File: config.mk
export PLATFORM = sky130hd
export DESIGN_NAME = pdm_out
export DESIGN_NICKNAME = d
export VERILOG_FILES = /design/src/rtl/pdm_out.sv
export SDC_FILE = /design/constraint.sdc
export NUM_CORES = 1
export LEC_CHECK = 0
export CORE_UTILIZATION = 35
export CTS_CLUSTER_SIZE = 16
export DETAILED_ROUTE_END_ITERATION = 6
export DONT_BUFFER_PORTS = 1
export SLEW_MARGIN = 5
export SYNTH_ARGS = -nofsm -noshare
export SYNTH_HDL_FRONTEND = slang
export SYNTH_SLANG_ARGS = --single-unit
File: constraint.sdc
create_clock -name clk48m -period 2.1 [get_ports clk48m]
set_input_delay 0.21 -clock clk48m [delete_from_list [all_inputs] [get_ports clk48m]]
set_output_delay 0.21 -clock clk48m [all_outputs]
set_load 0.005 [all_outputs]
File: src/rtl/pdm_out.sv
// Multi-channel first-order PDM modulator fed by a double-buffered frame input.
// Build macro PDM_DITHER_EN adds a shared 16-bit LFSR carry-in dither.

module pdm_out_checker #(
    parameter int CHANNELS = 4
) (
    input logic                clk48m,
    input logic                rst_n,
    input logic                mute,
    input logic [CHANNELS-1:0] pdm,
    input logic                underrun
);
    a_underrun_pulse: assert property (@(posedge clk48m) disable iff (!rst_n)
        underrun |=> !underrun);

    a_mute_quiet: assert property (@(posedge clk48m) disable iff (!rst_n)
        mute |=> (pdm == {CHANNELS{1'b0}}));
endmodule

module pdm_out #(
    parameter int CHANNELS = 4,
    parameter int WIDTH    = 16,
    parameter int DIV      = 24,
    parameter int OSR      = 64
) (
    input  logic                      clk48m,
    input  logic                      rst_n,
    input  logic [CHANNELS*WIDTH-1:0] s_data,
    input  logic                      s_valid,
    output logic                      s_ready,
    input  logic                      mute,
    output logic [CHANNELS-1:0]       pdm,
    output logic                      underrun
);
    localparam int PW = $clog2(DIV);
    localparam int SW = $clog2(OSR);
    localparam int DW = CHANNELS * WIDTH;
    localparam logic [PW-1:0]    PCNT_LAST = PW'(DIV - 1);
    localparam logic [SW-1:0]    SCNT_LAST = SW'(OSR - 1);
    localparam logic [DW-1:0]    DATA_ZERO = {DW{1'b0}};
    localparam logic [WIDTH-1:0] ACC_ZERO  = {WIDTH{1'b0}};

    function automatic logic [WIDTH-1:0] to_offset_bin(input logic [WIDTH-1:0] x);
        return {~x[WIDTH-1], x[WIDTH-2:0]};
    endfunction

    logic [PW-1:0]       pcnt_r;
    logic [SW-1:0]       scnt_r;
    logic                tick_s;
    logic                boundary_s;
    logic                accept_s;
    logic [DW-1:0]       staging_r;
    logic                staging_full_r;
    logic [DW-1:0]       active_r;
    logic                underrun_r;
    logic [WIDTH-1:0]    acc_r [CHANNELS];
    logic [WIDTH:0]      sum_s [CHANNELS];
    logic [CHANNELS-1:0] pdm_r;
    logic                cin_s;

    assign tick_s     = (pcnt_r == PCNT_LAST);
    assign boundary_s = tick_s && (scnt_r == SCNT_LAST);
    assign accept_s   = s_valid && !staging_full_r;

    // Prescaler and tick counter within the sample frame.
    always_ff @(posedge clk48m or negedge rst_n) begin
        if (!rst_n) begin
            pcnt_r <= PW'(0);
            scnt_r <= SW'(0);
        end else begin
            if (tick_s) begin
                pcnt_r <= PW'(0);
                if (scnt_r == SCNT_LAST) begin
                    scnt_r <= SW'(0);
                end else begin
                    scnt_r <= scnt_r + SW'(1);
                end
            end else begin
                pcnt_r <= pcnt_r + PW'(1);
            end
        end
    end

    // Staging/active frame buffers; an empty staging slot at a boundary plays midscale.
    always_ff @(posedge clk48m or negedge rst_n) begin
        if (!rst_n) begin
            staging_r      <= DATA_ZERO;
            staging_full_r <= 1'b0;
            active_r       <= DATA_ZERO;
            underrun_r     <= 1'b0;
        end else begin
            underrun_r <= boundary_s && !staging_full_r;
            if (boundary_s) begin
                if (staging_full_r) begin
                    active_r <= staging_r;
                end else begin
                    active_r <= DATA_ZERO;
                end
            end
            // Accept can only happen while staging is empty, so it never races the transfer.
            if (accept_s) begin
                staging_r      <= s_data;
                staging_full_r <= 1'b1;
            end else if (boundary_s) begin
                staging_full_r <= 1'b0;
            end
        end
    end

`ifdef PDM_DITHER_EN
    logic [15:0] lfsr_r;

    // Fibonacci LFSR x^16+x^14+x^13+x^11+1, free-running on ticks even while muted.
    always_ff @(posedge clk48m or negedge rst_n) begin
        if (!rst_n) begin
            lfsr_r <= 16'hACE1;
        end else if (tick_s) begin
            lfsr_r <= {lfsr_r[14:0], lfsr_r[15] ^ lfsr_r[13] ^ lfsr_r[12] ^ lfsr_r[10]};
        end
    end

    assign cin_s = lfsr_r[0];
`else
    assign cin_s = 1'b0;
`endif

    // Per-channel accumulator sum; the carry out is the next PDM bit.
    always_comb begin
        for (int k = 0; k < CHANNELS; k++) begin
            sum_s[k] = {1'b0, acc_r[k]}
                     + {1'b0, to_offset_bin(active_r[k*WIDTH +: WIDTH])}
                     + {{WIDTH{1'b0}}, cin_s};
        end
    end

    // Accumulators and output bits; mute overrides every edge.
    always_ff @(posedge clk48m or negedge rst_n) begin
        if (!rst_n) begin
            for (int k = 0; k < CHANNELS; k++) begin
                acc_r[k] <= ACC_ZERO;
            end
            pdm_r <= {CHANNELS{1'b0}};
        end else if (mute) begin
            for (int k = 0; k < CHANNELS; k++) begin
                acc_r[k] <= ACC_ZERO;
            end
            pdm_r <= {CHANNELS{1'b0}};
        end else if (tick_s) begin
            for (int k = 0; k < CHANNELS; k++) begin
                acc_r[k] <= sum_s[k][WIDTH-1:0];
                pdm_r[k] <= sum_s[k][WIDTH];
            end
        end
    end

    assign s_ready  = !staging_full_r;
    assign pdm      = pdm_r;
    assign underrun = underrun_r;

    pdm_out_checker #(.CHANNELS(CHANNELS)) u_checker (
        .clk48m   (clk48m),
        .rst_n    (rst_n),
        .mute     (mute),
        .pdm      (pdm_r),
        .underrun (underrun_r)
    );
endmodule

==> impl_metrics.json <==
{
  "slew_headroom": 0.4333,
  "p_int_w": 0.007504,
  "min_period_over_period": 1.011,
  "power_frac_comb": 0.074,
  "synth_edf_count": 0,
  "dpl_cell_area_mm2": 0.01210,
  "dpl_worst_slack_ps": -181.4,
  "synth_top_area_frac": 0.4670,
  "numCtsBuffers": 24,
  "initial_utilization": 0.3549,
  "timing.hold.ws_ps": -613.1,
  "grt_max_degree": 210,
  "fin_ws_ps": -22.11,
  "skew_ps": 12.50,
  "synth_ff_type": "dfrtp_1",
  "avgViaCountPerCell": 5.312,
  "final_common_cell": "dfrtp_1",
  "io_buffers": 0,
  "cts.htree.levels": 1,
  "final_cell_mix": "dfrtp_1 (208), nand2_1 (198), nand3_1 (98), buf_4 (85), dlygate4sd3_1 (67)",
  "cts_buffer_depth": 3,
  "synth-seq-cells": 209,
  "drive_gt1_frac": 0.2217,
  "cts_tree": "done",
  "antenna_found_initial": 0,
  "num-nets-final": 1442,
  "cts_sinks": 209,
  "grt_pass1_wl_um": 46140,
  "detailedRoute.firstIterationViolations": 587,
  "ys_types": 61,
  "routedWlPerCell_um": 17.26,
  "postSynthAreaPerCell_um2": 9.597,
  "status": "complete, but fails checks",
  "powerDensity_mw_per_mm2": 671.8,
  "finalCoreUtilization": 0.4562,
  "num_antenna_cells": 0,
  "routed_wl_um": 29670,
  "grt-ovfl-total": 0,
  "startpoint_type": "flop",
  "p_leak_nw": 6.537,
  "ir_drop_mv": 0.6372,
  "ios": 74,
  "postCtsHoldBufs": 68,
  "synth_nets": 1305,
  "drt-pass1-iter-count": 5,
  "postRouteAntennaNets": 0,
  "tightest_slew_ps": 850.0,
  "yosys_warnings": 0,
  "num_vias": 9131,
  "setup_viol": 2,
  "min_path_type": "input port to async pin",
  "syn-cell-area_mm2": 0.01120,
  "rsz0062_at_grt": "yes",
  "track_usage": 0.1711,
  "core_mm2": 0.03156,
  "p_sw_frac": 0.2241,
  "dp_hpwl_um": 17480,
  "cp_data_required_time_ps": 2550,
  "first_global_vias": 8950,
  "path_clk_slew_ps": 60,
  "power.switching_w": 0.002167,
  "async_flop_share": 1.000,
  "areaGrowthSynthToFinish_pct": 28.54,
  "gp_congestion": 0.8528,
  "finalCriticalPeriod_ps": 2122,
  "remaining_drc_errors": 0,
  "dp_cells": 1582,
  "instances_no_fill": 1719,
  "timing_hold_violations_final": 209,
  "synth.largest_area_cell": "dfrtp_1",
  "die_height_um": 180.9,
  "dieArea_mm2": 0.03272,
  "cp.arrival_ps": 2570,
  "die_width_um": 180.9,
  "syn_inst": 1167,
  "p_total_w": 0.009671,
  "clock_power_share": 0.433,
  "root_buffer": "clkbuf_16",
  "fmax_ghz": 0.4712,
  "endpoint_kind": "flop",
  "violations": "hold timing, setup timing",
  "final_area_mm2": 0.01440,
  "synth.yosys.seq_area_share": 0.4670,
  "seqPwrFrac": 0.493,
  "slew_viol_final": 0,
  "path_max_fanout": 3,
  "reg2reg_slack_ps": -20,
  "ys_top_cells_by_area": "dfrtp_1 (47%), ha_1 (7.4%), nand2_1 (6.7%)",
  "rows": 65,
  "worstSkewPairLatency_ps": 520,
  "cap_violations": 0,
  "critPathKind": "flop to flop"
}
## final timing paths
check	from	end	depth (start not counted)
worst min-delay path	rst_n	staging_r[3]$_DFFE_PN0P_	0
max in group asynchronous	rst_n	active_r[61]$_DFFE_PN0P_	0
worst max-delay path	active_r[32]$_DFFE_PN0P_	acc_r[26]$_DFFE_PN0P_	10
worst min register to register	scnt_r[4]$_DFFE_PN0N_	scnt_r[4]$_DFFE_PN0N_	1
worst max register to register	active_r[32]$_DFFE_PN0P_	acc_r[26]$_DFFE_PN0P_	10
min in group clk48m	mute	acc_r[25]$_DFFE_PN0P_	2
## per-layer routing
layer  track usage  up-vias  wire length (um)
li1              -     4446                 -
met1        0.2417     4497             14210
met5             0        -                 0
met3       0.02137       36               839
met2        0.2774      152             14050
met4       0.04239        0               572
## per-stage QoR
step	hold WS (ps)	setup TNS (ps)
after floorplan	-85.59	-19.52
after global placement	-73.57	-518.6
after CTS	-641.5	-13.44
after global routing	-635.7	-1377
final	-613.1	-33.70
after detailed placement	-77.71	-1487
## layout make-up
cell class / count / area, um^2
clock buffers: 35 / 733.2
clock inverters: 4 / 48.80
fillers: 2987 / 17160
inverters: 29 / 108.9
multi-input cells: 868 / 6096
flip-flops and latches: 209 / 5231
well taps: 402 / 503.0
repair buffers: 172 / 1675
## synthesized netlist by cell type (3+ instances only)
| cell type | count |
|---|---|
| dfrtp_1 | 209 |
| nand2_1 | 199 |
| nand3_1 | 103 |
| a21oi_1 | 70 |
| ha_1 | 66 |
| mux2_2 | 64 |
| nor2_1 | 55 |
| o21ai_0 | 51 |
| clkbuf_1 | 40 |
| inv_1 | 29 |
| nor3_1 | 23 |
| a21o_1 | 22 |
| a211oi_1 | 17 |
| xnor2_1 | 16 |
| nand4_1 | 13 |
| nor2b_1 | 12 |
| o211ai_1 | 12 |
| a31oi_1 | 11 |
| and3_1 | 11 |
| buf_2 | 11 |
| o21a_1 | 11 |
| xor2_1 | 11 |
| or3_1 | 9 |
| buf_1 | 7 |
| and4_1 | 5 |
| nand3b_1 | 5 |
| o311ai_0 | 5 |
| o31ai_1 | 5 |
| a2111oi_0 | 4 |
| fa_1 | 4 |
| nand2b_1 | 4 |
| o21bai_1 | 4 |
| o41ai_1 | 4 |
| a211o_1 | 3 |
| a221o_1 | 3 |
| a32o_1 | 3 |
| and2_1 | 3 |
| buf_6 | 3 |
| mux2i_1 | 3 |
| nor4_1 | 3 |
| o2111ai_1 | 3 |
| or2_2 | 3 |
| or4_1 | 3 |
## critical path, stage by stage (launching register included)
cell,delay (ps)
dfrtp_1,360
ha_2,190
inv_2,40
fa_2,330
nor2b_2,140
o211ai_1,120
a31oi_2,310
buf_4,180
a311oi_2,90
xor2_1,170
o21ai_1,110
## flip-flops by register name (all words and copies together) (netlist names)
register,cells
staging_full_r,1
scnt_r,6
pcnt_r,5
active_r,64
underrun,1
acc_r,64
staging_r,64
pdm,4
## what timing repair did
item                                    4_1_cts  5_1_grt
pin swaps                                    17       52
cloned                                        0        6
endpoints found under the hold margin       324      209
gates resized for setup                      37       84
buffers inserted                              4       21
endpoints found under the setup margin       20       99
## cells by family after synthesis
family	share of synthesized area
DFF	0.4670
buffers and inverters	0.03340
muxes	0.06703
adders and majority gates	0.08088
and+or+nand+nor	0.1876
AOI/OAI and AO/OA	0.1430
xor gates and xnor gates	0.02111
## power by group through the flow
stage / registers [W] / logic, W / clock network, W
finish: 0.00477 / 0.000717 / 0.00418
global placement: 0.00483 / 0.000566 / 0
global route: 0.00484 / 0.000790 / 0.00446
detailed placement: 0.00484 / 0.000587 / 0
floorplan: 0.00475 / 0.000525 / 0
CTS: 0.00477 / 0.000719 / 0.00431
No activity file was read; power rests on OpenSTA's default activity.
==> patch 1, RTL diff (same flow settings) <==
Register the output `underrun` once more, cleared by the reset; this adds one clock of latency there. The other outputs are not delayed to match.
--- a/src/rtl/pdm_out.sv
+++ b/src/rtl/pdm_out.sv
@@ -39,6 +39,8 @@
     localparam logic [SW-1:0]    SCNT_LAST = SW'(OSR - 1);
     localparam logic [DW-1:0]    DATA_ZERO = {DW{1'b0}};
     localparam logic [WIDTH-1:0] ACC_ZERO  = {WIDTH{1'b0}};
+
+    logic underrun_d;
 
     function automatic logic [WIDTH-1:0] to_offset_bin(input logic [WIDTH-1:0] x);
         return {~x[WIDTH-1], x[WIDTH-2:0]};
@@ -155,7 +157,7 @@
 
     assign s_ready  = !staging_full_r;
     assign pdm      = pdm_r;
-    assign underrun = underrun_r;
+    assign underrun_d = underrun_r;
 
     pdm_out_checker #(.CHANNELS(CHANNELS)) u_checker (
         .clk48m   (clk48m),
@@ -164,5 +166,13 @@
         .pdm      (pdm_r),
         .underrun (underrun_r)
     );
+    always_ff @(posedge clk48m or negedge rst_n) begin
+        if (!rst_n) begin
+            underrun <= '0;
+        end else begin
+            underrun <= underrun_d;
+        end
+    end
+
 endmodule
 
Function: same outputs for any inputs over 10 cycles, from zero or initial values and one cycle with rst_n low; that may be too few to reach the edited logic, so the function may still have changed.
==> patch 1 against the original RTL <==
- the flow still finishes with violations (hold timing, setup timing)
- combinational power fell by 1%
- worst setup slack lost 0.31 ns
- critical path depth stayed put
- sequential cell count increased by 1
- power up 5.4%
- largest power group unchanged
- wire length shrank 11%
- critical path type unchanged
- area after synthesis decreased by 2.1%
- clock skew up 0.00080 ns
- final cell count is 1.3% lower
- first-iteration DRC count decreased by 32%
- final area rose by 1.1%
- global-route usage down 0.52 points
==> patch 1: results (changes against the original RTL) <==
Outcome
  • Status: complete, but fails checks (unchanged)
  • Violated checks: hold timing, setup timing (unchanged)

STA
  • Final setup TNS: -3.61 ns (was -0.0337 ns)
  • Slew margin rel.: 0.572 (was 0.433)
  • Final setup viols: 22 (was 2)
  • Setup Skew: 0.0133 ns (was 0.0125 ns)
  • Hold Vio Cnt, Final: 210 (was 209)
  • Final WS setup: -0.336 ns (was -0.0221 ns)
  • Hold slack: -0.601 ns (was -0.613 ns)

Worst setup path
  • Critical Path Max Stage Delay: 0.38 ns (was 0.36 ns)
  • Crit path from: active_r[0] (was active_r[32])
  • CP Capture Point: pdm[0] (was acc_r[26])
  • Worst reg2reg endpoint: pdm[0] (was acc_r[26])
  • Worst-path maximum fanout: 2 (was 3)
  • Critical Path AT: 2.82 ns (was 2.57 ns)

Routing
  • Routed vias/inst: 5.16 (was 5.31)
  • Met2 routed WL: 12,800 um (was 14,000 um)
  • DRT iter0 DRCs: 401 (was 587)
  • DRT Pass-1 Iters: 4 (was 5)
  • Wirelength per Cell: 15.6 um (was 17.3 um)
  • Wl on met1: 11,900 um (was 14,200 um)

Clock network
  • Post-CTS Hold Fix Bufs: 65 (was 68)
  • Setup bufs post-CTS: 25 (was 4)
  • # resized after CTS: 68 (was 37)

Logic synthesis
  • Top post-synthesis cells by area: dfrtp_1, ha_1, nand2_1, mux2_2, nand3_1 (unchanged)
  • Synth Area in Compound Gates: 0.129 (was 0.143)
  • Mux cell area share after synthesis: 0.0686 (was 0.0670)
  • Mapped Nets: 1,270 (was 1,305)
  • Top post-synthesis cells by count: dfrtp_1, nand2_1, nand3_1 (unchanged)
  • Post-synth cell types: 55 (was 61)
  • Adder-cell share of the synthesized area: 0.0826 (was 0.0809)
  • Post-Synth XOR/XNOR Area: 0.0264 (was 0.0211)

Power
  • Worst VDD drop: 0.546 mV (was 0.637 mV)
  • Net Sw Power: 2170 uW (about the same)

Global routing
  • Largest net degree at the start of global routing: 211 (was 210)
  • First-pass GRT wire length: 43,300 um (was 46,100 um)
  • GR Layer Usage met2: 0.284 (was 0.277)
  • Vias in the first global route: 8,862 (was 8,950)
  • Met1 Use GR: 0.214 (was 0.242)
  • Total track usage: 0.166 (was 0.171)

Place
  • DP Wirelength: 16,300 um (was 17,500 um)
  • RePlAce Congestion: 0.848 (was 0.853)
  • Pre-CTS setup slack: -0.326 ns (was -0.181 ns)

Layout
  • Nets: 1,422 (was 1,442)
  • Layout cells sized above 1: 0.262 (was 0.222)
patch 1: cell types whose count changed in the layout (fill, tap and decap cells not counted), sizes merged, moves of 5 or more:
cell / change
o21ai: +5
buf: +14
bufinv: +5
nand3: -14
clkbuf: -8
o311ai: -5
xor2: +6
a21o: -10
patch 1: through the flow:
step | utilization | instance area (sq um) | cells
CTS | 0.457 | 14000 | 1685
detailed placement | 0.392 | 12000 | 1553
global route | 0.474 | 14600 | 1696
finish | 0.474 | 14600 | 1696
floorplan | - | 11000 | 1132
global placement | 0.392 | 12000 | 1553
patch 1: power by group through the flow:
stage | Clock, uW | Combinational (uW) | Sequential, uW
global placement | 0 | 571 | 4840
floorplan | 0 | 522 | 4770
CTS | 4810 | 687 | 4790
global route | 4960 | 784 | 4860
finish | 4690 | 710 | 4790
detailed placement | 0 | 590 | 4860
patch 1: cell type report:
class,instances,area [sq um]
clock buffer,31,678
clock inverter,11,211
fill,2847,16100
inverter,25,93.8
multi-input combinational,843,6110
sequential,210,5260
tap,396,495
timing repair buffer,180,1700
==> patch 2, RTL diff (config.mk and constraints unchanged) <==
Made on the original files. The parameter `DIV` goes from 24 to 12.
--- a/src/rtl/pdm_out.sv
+++ b/src/rtl/pdm_out.sv
@@ -20,7 +20,7 @@
 module pdm_out #(
     parameter int CHANNELS = 4,
     parameter int WIDTH    = 16,
-    parameter int DIV      = 24,
+    parameter int DIV      = 12,
     parameter int OSR      = 64
 ) (
     input  logic                      clk48m,
Behaviour: no difference found for any inputs over 10 cycles, from zero or initial values and one cycle with rst_n low; that may be too few to reach the edited logic, so the function may still have changed.
==> patch 2 against the original RTL <==
- the flow still finishes with violations (hold timing, setup timing)
- utilization up 0.30 points
- final area down 2.4%
- wire length down 13%
- area after synthesis down 2.6%
- worst setup slack worse by 0.11 ns
- sequential cell count down 1
- maximum frequency down 5.0%
- critical path depth unchanged
- die area down 2.6%
- critical endpoint is now pdm[1]
Power is not compared: it rests on default switching activity, and its combinational part moved more than twofold at a synthesized area within 25%.
==> patch 2: results (changes against the original RTL) <==
Outcome
  • Status: complete, but fails checks (unchanged)
  • Violated checks: hold timing, setup timing (unchanged)

STA
  • Hold slack: -0.603 ns (was -0.613 ns)
  • Setup Skew: 0.0195 ns (was 0.0125 ns)
  • Final WS setup: -0.133 ns (was -0.0221 ns)
  • Final setup viols: 18 (was 2)
  • Worst Max-Slew Pin Slew: 0.463 ns (was 0.850 ns)
  • Hold Vio Cnt, Final: 208 (was 209)

Layout
  • Finished Layout Cells: 1,677 (was 1,719)
  • Fill count: 2,868 (was 2,987)
  • Biggest regs: acc_r: 64 flops, active_r: 64 flops, staging_r: 64 flops (unchanged)
  • Nets: 1,403 (was 1,442)
  • Layout cells sized above 1: 0.227 (was 0.222)

Logic synthesis
  • Top post-synthesis cells by count: nand2_1, dfrtp_1, nand3_1 (was dfrtp_1, nand2_1, nand3_1)
  • Register area share after synthesis: 0.477 (was 0.467)
  • Mapped Nets: 1,266 (was 1,305)
  • Post-synth cell types: 62 (was 61)
  • Top post-synthesis cells by area: dfrtp_1, ha_1, nand2_1, mux2_2, nand3_1 (unchanged)
  • Post-Syn Instances: 1,128 (was 1,167)

Place
  • Placed insts: 1,550 (was 1,582)
  • Area of placed instances: 11,900 sq um (was 12,100 sq um)
  • Port Buf Inserts: 0 (unchanged)
  • RePlAce Congestion: 0.840 (was 0.853)
  • DP Wirelength: 16,400 um (was 17,500 um)

Routing
  • Routed vias/inst: 5.10 (was 5.31)
  • Wirelength per Cell: 15.4 um (was 17.3 um)
  • DRT Pass-1 Iters: 4 (was 5)
  • DRT iter0 DRCs: 360 (was 587)

Worst setup path
  • Critical Path AT: 2.64 ns (was 2.57 ns)
  • Worst-path maximum fanout: 4 (was 3)
  • Crit path max-delay family: compound AO/OA/AOI/OAI gates (unchanged)
  • CP Capture Point: pdm[1] (was acc_r[26])
  • Critical R2R Launch: active_r[16] (was active_r[32])

Clock network
  • Total CTS buffers: 25 (was 24)
  • Clock latency on the worst-skew pair: between 0.5 and 0.6 ns
  • Reg clk slew, reported paths: 0.06 ns (about the same)

Global routing
  • Total track usage: 0.163 (was 0.171)
  • Largest net degree at the start of global routing: 209 (was 210)
  • Vias in the first global route: 8,585 (was 8,950)
  • First-pass GRT wire length: 42,500 um (was 46,100 um)

Power
  • Worst VDD drop: just over 0.5 mV

Min path
  • Hold crit path type: in2async (unchanged)
==> patch 2: changes by cell type in the layout (fill, tap and decap cells not counted), moves of 6 or more <==
cell      change
nand2_1      +20
a21o_1        -6
ha_4          -7
nand3_1      -16
a21oi_1       +6
o21ai_1       +9
o21ai_0      -19
ha_1          +9
o211ai_1      -8
==> patch 2: how the worst min path moves through the flow <==
| stage | from | end | slack (ns) | depth (start not counted) |
|---|---|---|---|---|
| floorplan | rst_n | acc_r[0] | -0.09 | 0 |
| global placement | rst_n | staging_r[11] | -0.07 | 0 |
| detailed placement | rst_n | staging_r[12] | -0.08 | 0 |
| CTS | rst_n | staging_r[33] | -0.64 | 0 |
| global route | rst_n | staging_r[33] | -0.65 | 0 |
| finish | rst_n | staging_r[13] | -0.60 | 0 |
==> patch 2: routing by layer <==
| layer | up-vias | track usage | wire length [um] |
|---|---|---|---|
| li1 | 4241 | - | - |
| met1 | 4168 | 0.214 | 12000 |
| met2 | 112 | 0.280 | 12400 |
| met3 | 32 | 0.0254 | 841 |
| met4 | 0 | 0.0374 | 496 |
| met5 | - | 0 | 0 |
==> patch 2: cell families after synthesis <==
group,count (synthesis),synth area share
flops,208,0.477
fa+ha+maj,70,0.0830
mux,68,0.0699
simple gates,456,0.189
compound gates,211,0.125
buf+inv,82,0.0295
xor+xnor,33,0.0265
==> patch 2: layout make-up <==
class / instances / share of cell area
clock buffers: 34 / 0.0512
well taps: 396 / 0.0353
flip-flops and latches: 208 / 0.371
multi-input cells: 838 / 0.416
inverters: 27 / 0.00721
clock inverters: 9 / 0.00917
repair buffers: 165 / 0.110
==> patch 2: metrics by stage <==
| stage | hold WS [ns] | utilization | total power, uW | worst slack (ns) | setup TNS, ns |
|---|---|---|---|---|---|
| global placement | -0.0732 | 0.390 | 4270 | -0.182 | -1.31 |
| CTS | -0.642 | 0.444 | 8870 | -0.127 | -1.01 |
| finish | -0.603 | 0.459 | 8770 | -0.133 | -1.24 |
| detailed placement | -0.0755 | 0.390 | 4270 | -0.238 | -2.30 |
| floorplan | -0.0856 | - | 4260 | -0.0599 | -0.134 |
| global route | -0.649 | 0.459 | 9060 | -0.294 | -4.79 |
==> patch 2: where the power goes <==
part / total, uW / leakage (uW) / switching (uW) / internal (uW)
combinational: 210 / 0.00340 / 65.6 / 144
sequential: 4110 / 0.00282 / 36.2 / 4080
clock: 4440 / 0.000414 / 1690 / 2750
==> patch 2: repair_timing <==
action	4_1_cts	5_1_grt
buffers inserted	5	12
hold endpoints to repair	329	263
endpoints found under the setup margin	26	85
gates resized for setup	29	70
gates cloned	0	1
hold buffers	66	1
pin swaps	21	39
